## config.mk

```make
export PLATFORM = sky130hd
export DESIGN_NAME = inst_fetch_pf_flat
export DESIGN_NICKNAME = d
export VERILOG_FILES = /design/src/rtl/inst_fetch_pf_if.sv /design/src/rtl/inst_fetch_pf.sv /design/src/flat_wrapper.sv
export SDC_FILE = /design/constraint.sdc
export NUM_CORES = 1
export LEC_CHECK = 0
export CORE_UTILIZATION = 30
export CTS_CLUSTER_DIAMETER = 40
export DETAILED_ROUTE_END_ITERATION = 10
export GPL_TIMING_DRIVEN = 1
export HOLD_SLACK_MARGIN = 0.08
export PLACE_DENSITY = 0.55
export SLEW_MARGIN = 30
export SYNTH_ARGS = -nofsm -noshare
export SYNTH_HDL_FRONTEND = slang
export SYNTH_SLANG_ARGS = --single-unit
```

## constraint.sdc

```tcl
create_clock -name clk -period 2.8 [get_ports clk]
set_input_delay 0.56 -clock clk [delete_from_list [all_inputs] [get_ports clk]]
set_output_delay 0.56 -clock clk [all_outputs]
set_load 0.02 [all_outputs]
```

## src/rtl/inst_fetch_pf_if.sv

```systemverilog
// Fetch-stage bus bundle: redirect input, instruction memory port and decode handshake.
interface inst_fetch_pf_if #(
  parameter int ADDR_W  = 10,
  parameter int INSTR_W = 32
);
  logic               redirect_valid;
  logic [ADDR_W-1:0]  redirect_pc;
  logic               imem_en;
  logic [ADDR_W-1:0]  imem_addr;
  logic [INSTR_W-1:0] imem_rdata;
  logic               id_valid;
  logic               id_ready;
  logic [INSTR_W-1:0] id_instr;
  logic [ADDR_W-1:0]  id_npc;

  // Environment side: drives redirect, memory data and decode ready.
  modport master (
    output redirect_valid, redirect_pc, imem_rdata, id_ready,
    input  imem_en, imem_addr, id_valid, id_instr, id_npc
  );

  // Fetch unit side.
  modport slave (
    input  redirect_valid, redirect_pc, imem_rdata, id_ready,
    output imem_en, imem_addr, id_valid, id_instr, id_npc
  );
endinterface

```

## src/rtl/inst_fetch_pf.sv

```systemverilog
// Instruction prefetch unit: issues sequential reads into a 1-cycle memory and
// queues {instr, npc} in a small FIFO ahead of decode. Redirect flushes everything.
module inst_fetch_pf #(
  parameter int ADDR_W   = 10,
  parameter int INSTR_W  = 32,
  parameter int DEPTH    = 4,
  parameter int PC_STEP  = 1,
  parameter int RESET_PC = 0
) (
  input  logic           clk,
  input  logic           rst_n,
  inst_fetch_pf_if.slave bus
);
  localparam int PW = $clog2(DEPTH);
  localparam int CW = $clog2(DEPTH + 1);
  localparam logic [ADDR_W-1:0] STEP   = ADDR_W'(PC_STEP);
  localparam logic [ADDR_W-1:0] RST_PC = ADDR_W'(RESET_PC);

  logic [ADDR_W-1:0] pc_q, pc_d;
  logic [ADDR_W-1:0] npc_cap_q, npc_cap_d;
  logic [CW-1:0]     cnt_q, cnt_d;
  logic [PW-1:0]     wptr_q, wptr_d, rptr_q, rptr_d;
  logic              inflight_q, inflight_d;
  logic              issue, push, pop;

  logic [INSTR_W-1:0] mem_instr [DEPTH];
  logic [ADDR_W-1:0]  mem_npc   [DEPTH];

  function automatic logic [PW-1:0] ptr_inc(input logic [PW-1:0] p);
    return (p == PW'(DEPTH - 1)) ? '0 : p + 1'b1;
  endfunction

  // Issue/push/pop qualifiers; the outstanding read is reserved a slot so the FIFO cannot overflow.
  always_comb begin
    issue = !bus.redirect_valid &&
            (({1'b0, cnt_q} + {{CW{1'b0}}, inflight_q}) < (CW + 1)'(DEPTH));
    push  = inflight_q && !bus.redirect_valid;
    pop   = (cnt_q != '0) && bus.id_ready && !bus.redirect_valid;
  end

  // Next-state: redirect overrides every other update in the same cycle.
  always_comb begin
    pc_d       = pc_q;
    npc_cap_d  = npc_cap_q;
    cnt_d      = cnt_q;
    wptr_d     = wptr_q;
    rptr_d     = rptr_q;
    inflight_d = inflight_q;
    if (bus.redirect_valid) begin
      pc_d       = bus.redirect_pc;
      cnt_d      = '0;
      wptr_d     = '0;
      rptr_d     = '0;
      inflight_d = 1'b0;
    end else begin
      if (issue) begin
        pc_d      = pc_q + STEP;
        npc_cap_d = pc_q + STEP;
      end
      inflight_d = issue;
      if (push) wptr_d = ptr_inc(wptr_q);
      if (pop)  rptr_d = ptr_inc(rptr_q);
      case ({push, pop})
        2'b10:   cnt_d = cnt_q + 1'b1;
        2'b01:   cnt_d = cnt_q - 1'b1;
        default: cnt_d = cnt_q;
      endcase
    end
  end

  // Control state, asynchronously cleared.
  always_ff @(posedge clk or negedge rst_n) begin
    if (!rst_n) begin
      pc_q       <= RST_PC;
      npc_cap_q  <= '0;
      cnt_q      <= '0;
      wptr_q     <= '0;
      rptr_q     <= '0;
      inflight_q <= 1'b0;
    end else begin
      pc_q       <= pc_d;
      npc_cap_q  <= npc_cap_d;
      cnt_q      <= cnt_d;
      wptr_q     <= wptr_d;
      rptr_q     <= rptr_d;
      inflight_q <= inflight_d;
    end
  end

  // FIFO storage; contents are only observed through id_valid so no reset is needed.
  always_ff @(posedge clk) begin
    if (push) begin
      mem_instr[wptr_q] <= bus.imem_rdata;
      mem_npc[wptr_q]   <= npc_cap_q;
    end
  end

  assign bus.imem_en   = issue;
  assign bus.imem_addr = pc_q;
  assign bus.id_valid  = (cnt_q != '0);
  assign bus.id_instr  = mem_instr[rptr_q];
  assign bus.id_npc    = mem_npc[rptr_q];
endmodule

```

## src/flat_wrapper.sv

```systemverilog
// flat-port wrapper written by rule: the top's interface ports become plain ports
module inst_fetch_pf_flat 
#(
  parameter int ADDR_W   = 10,
  parameter int INSTR_W  = 32,
  parameter int DEPTH    = 4,
  parameter int PC_STEP  = 1,
  parameter int RESET_PC = 0
)
  (clk, rst_n, bus_redirect_valid, bus_redirect_pc, bus_imem_rdata, bus_id_ready, bus_imem_en, bus_imem_addr, bus_id_valid, bus_id_instr, bus_id_npc);
  inst_fetch_pf_if #(.ADDR_W(ADDR_W), .INSTR_W(INSTR_W)) bus_i ();
  input  logic clk;
  input  logic rst_n;
  input wire logic [$bits(bus_i.redirect_valid)-1:0] bus_redirect_valid;
  input wire logic [$bits(bus_i.redirect_pc)-1:0] bus_redirect_pc;
  input wire logic [$bits(bus_i.imem_rdata)-1:0] bus_imem_rdata;
  input wire logic [$bits(bus_i.id_ready)-1:0] bus_id_ready;
  output wire logic [$bits(bus_i.imem_en)-1:0] bus_imem_en;
  output wire logic [$bits(bus_i.imem_addr)-1:0] bus_imem_addr;
  output wire logic [$bits(bus_i.id_valid)-1:0] bus_id_valid;
  output wire logic [$bits(bus_i.id_instr)-1:0] bus_id_instr;
  output wire logic [$bits(bus_i.id_npc)-1:0] bus_id_npc;
  assign bus_i.redirect_valid = bus_redirect_valid;
  assign bus_i.redirect_pc = bus_redirect_pc;
  assign bus_i.imem_rdata = bus_imem_rdata;
  assign bus_i.id_ready = bus_id_ready;
  assign bus_imem_en = bus_i.imem_en;
  assign bus_imem_addr = bus_i.imem_addr;
  assign bus_id_valid = bus_i.id_valid;
  assign bus_id_instr = bus_i.id_instr;
  assign bus_id_npc = bus_i.id_npc;
  inst_fetch_pf #(.ADDR_W(ADDR_W), .INSTR_W(INSTR_W), .DEPTH(DEPTH), .PC_STEP(PC_STEP), .RESET_PC(RESET_PC)) u_core (.clk(clk), .rst_n(rst_n), .bus(bus_i));
endmodule
```

==> run_results.csv <==
group,metric,value,unit
floorplan,die_area,25900,sq um
finish,multi_input_area,1710,sq um
floorplan,die_w,161,um
placed_design,io_buffers,99,
clock_network,cts-htree-levels,4,
critical_path,r2r_cells,6,
critical_path,worstPathRequired,2.24,ns
logic_synthesis,synth.ff_latch_count,196,
floorplan,io_pins,100,
logic_synthesis,syn_nets,429,
clock_network,clock_sinks,196,
critical_path,slowest_stage,"clkdlybuf4s50_1",
sta,fin_skew,0.0156,ns
route,vias,3726,
placed_design,gp_congestion,0.719,
clock_network,post_cts_buffers,0,
logic_synthesis,ys_seq_area_share,76.0,%
floorplan,num_rows,57,
sta,rsz0062_at_grt,"false",
global_route,antenna_found_initial,0,
global_route,grt.overflow.total,0,
clock_network,hold_buffers,0,
route,antenna_left,0,
global_route,grt_max_degree,43,
global_route,grt_pass1_wl,22100,um
sta,finalCritPeriodShare,97.1,%
clock_network,cts_made_buffers,17,
logic_synthesis,syn_area,7560,sq um
floorplan,coreArea,24500,sq um
clock_network,cts_resized,34,
placed_design,hpwl,8490,um
route,routedWlPerCell,17.0,um
placed_design,dp_worst_setup_slack,0.259,ns
route,drc,0,
power_and_ir_drop,power.density,840,nW/um^2
sta,tightest_slew,0.473,ns
finish,regArea,5750,sq um
power_and_ir_drop,p_total,8.07,mW
sta,hold_slack,0.0721,ns
finish,final_nets,543,
floorplan,fp.dieH,161,um
finish,layout.cells.non_filler,827,
sta,setup_violations,0,
sta,setup_slack,0.0810,ns
sta,hold_viol,0,
route,drtIter0Drc,244,
sta,max_freq,0.368,GHz
power_and_ir_drop,p_leak,3.26,nW
critical_path,rr_startpoint,"u_core.cnt_q[1]",
critical_path,start_kind,"flip-flop",
placed_design,placedCellCount,795,
clock_network,cts_root_buffer,"clkbuf_16",
status,outcome,"completed",
route,vias_per_cell,4.51,
clock_network,clkLatencyLatePin,0.43,ns
critical_path,cp_slowest_stage_delay,0.55,ns
critical_path,worst-path-max-fanout,16,
logic_synthesis,synth_cell_type_count,32,
run,maxCapViolations,0,
finish,drive_gt1_share,19.9,%
clock_network,clock_path_buffers,2,
critical_path,reg2reg_slack,0.78,ns
route,first_pass_iters,5,
finish,n_antenna_cell,0,
logic_synthesis,postSynthAreaPerCell,20.1,sq um
placed_design,placed_area,9050,sq um
critical_path,crit_path_cell_trace,"buf_8 > mux4_2 > clkdlybuf4s50_1",
sta,slew_headroom,68.5,%
global_route,grtUsageTotal,11.4,%
finish,design_area,9600,sq um
clock_network,clk_pin_slew,0.08,ns
finish,areaGrowthSynthToFinish,27.0,%
finish,final_cell_mix,"edfxtp_1, clkdlybuf4s50_1, mux4_2",
worst_hold_path,min_path_type,"in2async",
critical_path,endpoint_kind,"output pin",
finish,mostFrequentLayoutCell,"edfxtp_1",
power_and_ir_drop,ir_drop,0.328,mV
critical_path,crit_arrival,2.16,ns
floorplan,start_util,30.8,%
critical_path,r2r_end,"u_core.cnt_q[2]",
route,finalWirelength,14100,um
logic_synthesis,syn_inst,376,
sta,drv_slew,0,
clock_network,tritoncts,"yes",
global_route,grt_pass1_vias,3968,
logic_synthesis,yosysWarnings,0,
finish,fillCellCount,2268,
critical_path,timing_worst_setup_path_type,"reg2out",
sta,fin_crit,2.72,ns
==> cell type report <==
cell class              count  area share, %
repair buffers            113           12.2
flip-flops and latches    196           59.9
well taps                 324           4.22
multi-input cells         158           17.8
inverters                   4          0.156
clock inverters            14           1.35
clock buffers              18           4.47
==> routing by layer <==
metal	track usage, %	wire, um
met3	3.05	610
met5	0	0
met1	14.7	6540
met4	4.25	188
met2	18.6	6740
==> kinds of logic after synthesis <==
group / Yosys count / share of synthesized area, %
adders and majority gates: 7 / 1.26
xor gates and xnor gates: 17 / 1.97
buffers and inverters: 22 / 1.55
and+or+nand+nor: 63 / 4.13
muxes: 47 / 13.2
DFF: 196 / 76.0
AOI/OAI and AO/OA: 24 / 1.97
==> synth_stat cells, drive strengths merged <==
cell / instances / share of area (%)
inv: 4 / 0.20
a31o: 1 / 0.12
fa: 1 / 0.26
o31ai: 1 / 0.28
o221ai: 1 / 0.12
nor3b: 1 / 0.099
a21oi: 1 / 0.066
and3: 1 / 0.099
a311o: 1 / 0.13
and2: 5 / 0.41
ha: 6 / 0.99
nor3: 10 / 0.99
buf: 10 / 0.96
dfrtp: 28 / 9.3
nand3: 2 / 0.20
mux4: 42 / 13
mux2i: 5 / 0.66
clkbuf: 8 / 0.40
or3: 1 / 0.099
nor2: 14 / 0.69
nand2: 26 / 1.3
edfxtp: 168 / 67
o21ai: 19 / 1.3
nand4: 2 / 0.17
nor2b: 1 / 0.083
xnor2: 14 / 1.6
xor2: 3 / 0.35
==> how the worst max path moves through the flow <==
stage	from	end	cells after the start
floorplan	bus_redirect_valid	u_core.mem_instr[0][0]	2
global placement	bus_redirect_valid	bus_imem_en	4
detailed placement	bus_redirect_valid	bus_imem_en	4
CTS	u_core.rptr_q[0]	bus_id_instr[16]	3
global route	u_core.rptr_q[0]	bus_id_instr[29]	3
finish	u_core.rptr_q[0]	bus_id_instr[29]	3
==> flip-flops by register name (all words and copies together) (netlist names) <==
register,flops
u_core.npc_cap_q,10
u_core.mem_npc,40
u_core.mem_instr,128
u_core.cnt_q,3
u_core.inflight_q,1
u_core.wptr_q,2
u_core.bus.imem_addr,10
u_core.rptr_q,2
==> per-stage QoR <==
step           util (%)  setup TNS, ns
3_5_place_dp       36.9              0
5_1_grt            39.1              0
6_report           39.1              0
4_1_cts            39.1      -0.000351
3_3_place_gp       36.9              0
2_1_floorplan         -              0
==> report_power, final <==
| group | switching (mW) | leakage [nW] | internal, mW |
|---|---|---|---|
| clock | 1.07 | 0.261 | 1.24 |
| combinational | 1.04 | 1.12 | 0.969 |
| sequential | 0.222 | 1.88 | 3.53 |
==> worst max-delay path: cells and delay by family, from the launching register on <==
family,cells,cell delay (ns)
flip-flops,1,0.45
multiplexers,1,0.51
buffers and inverters,2,0.77
No activity file was read; power rests on OpenSTA's default activity.
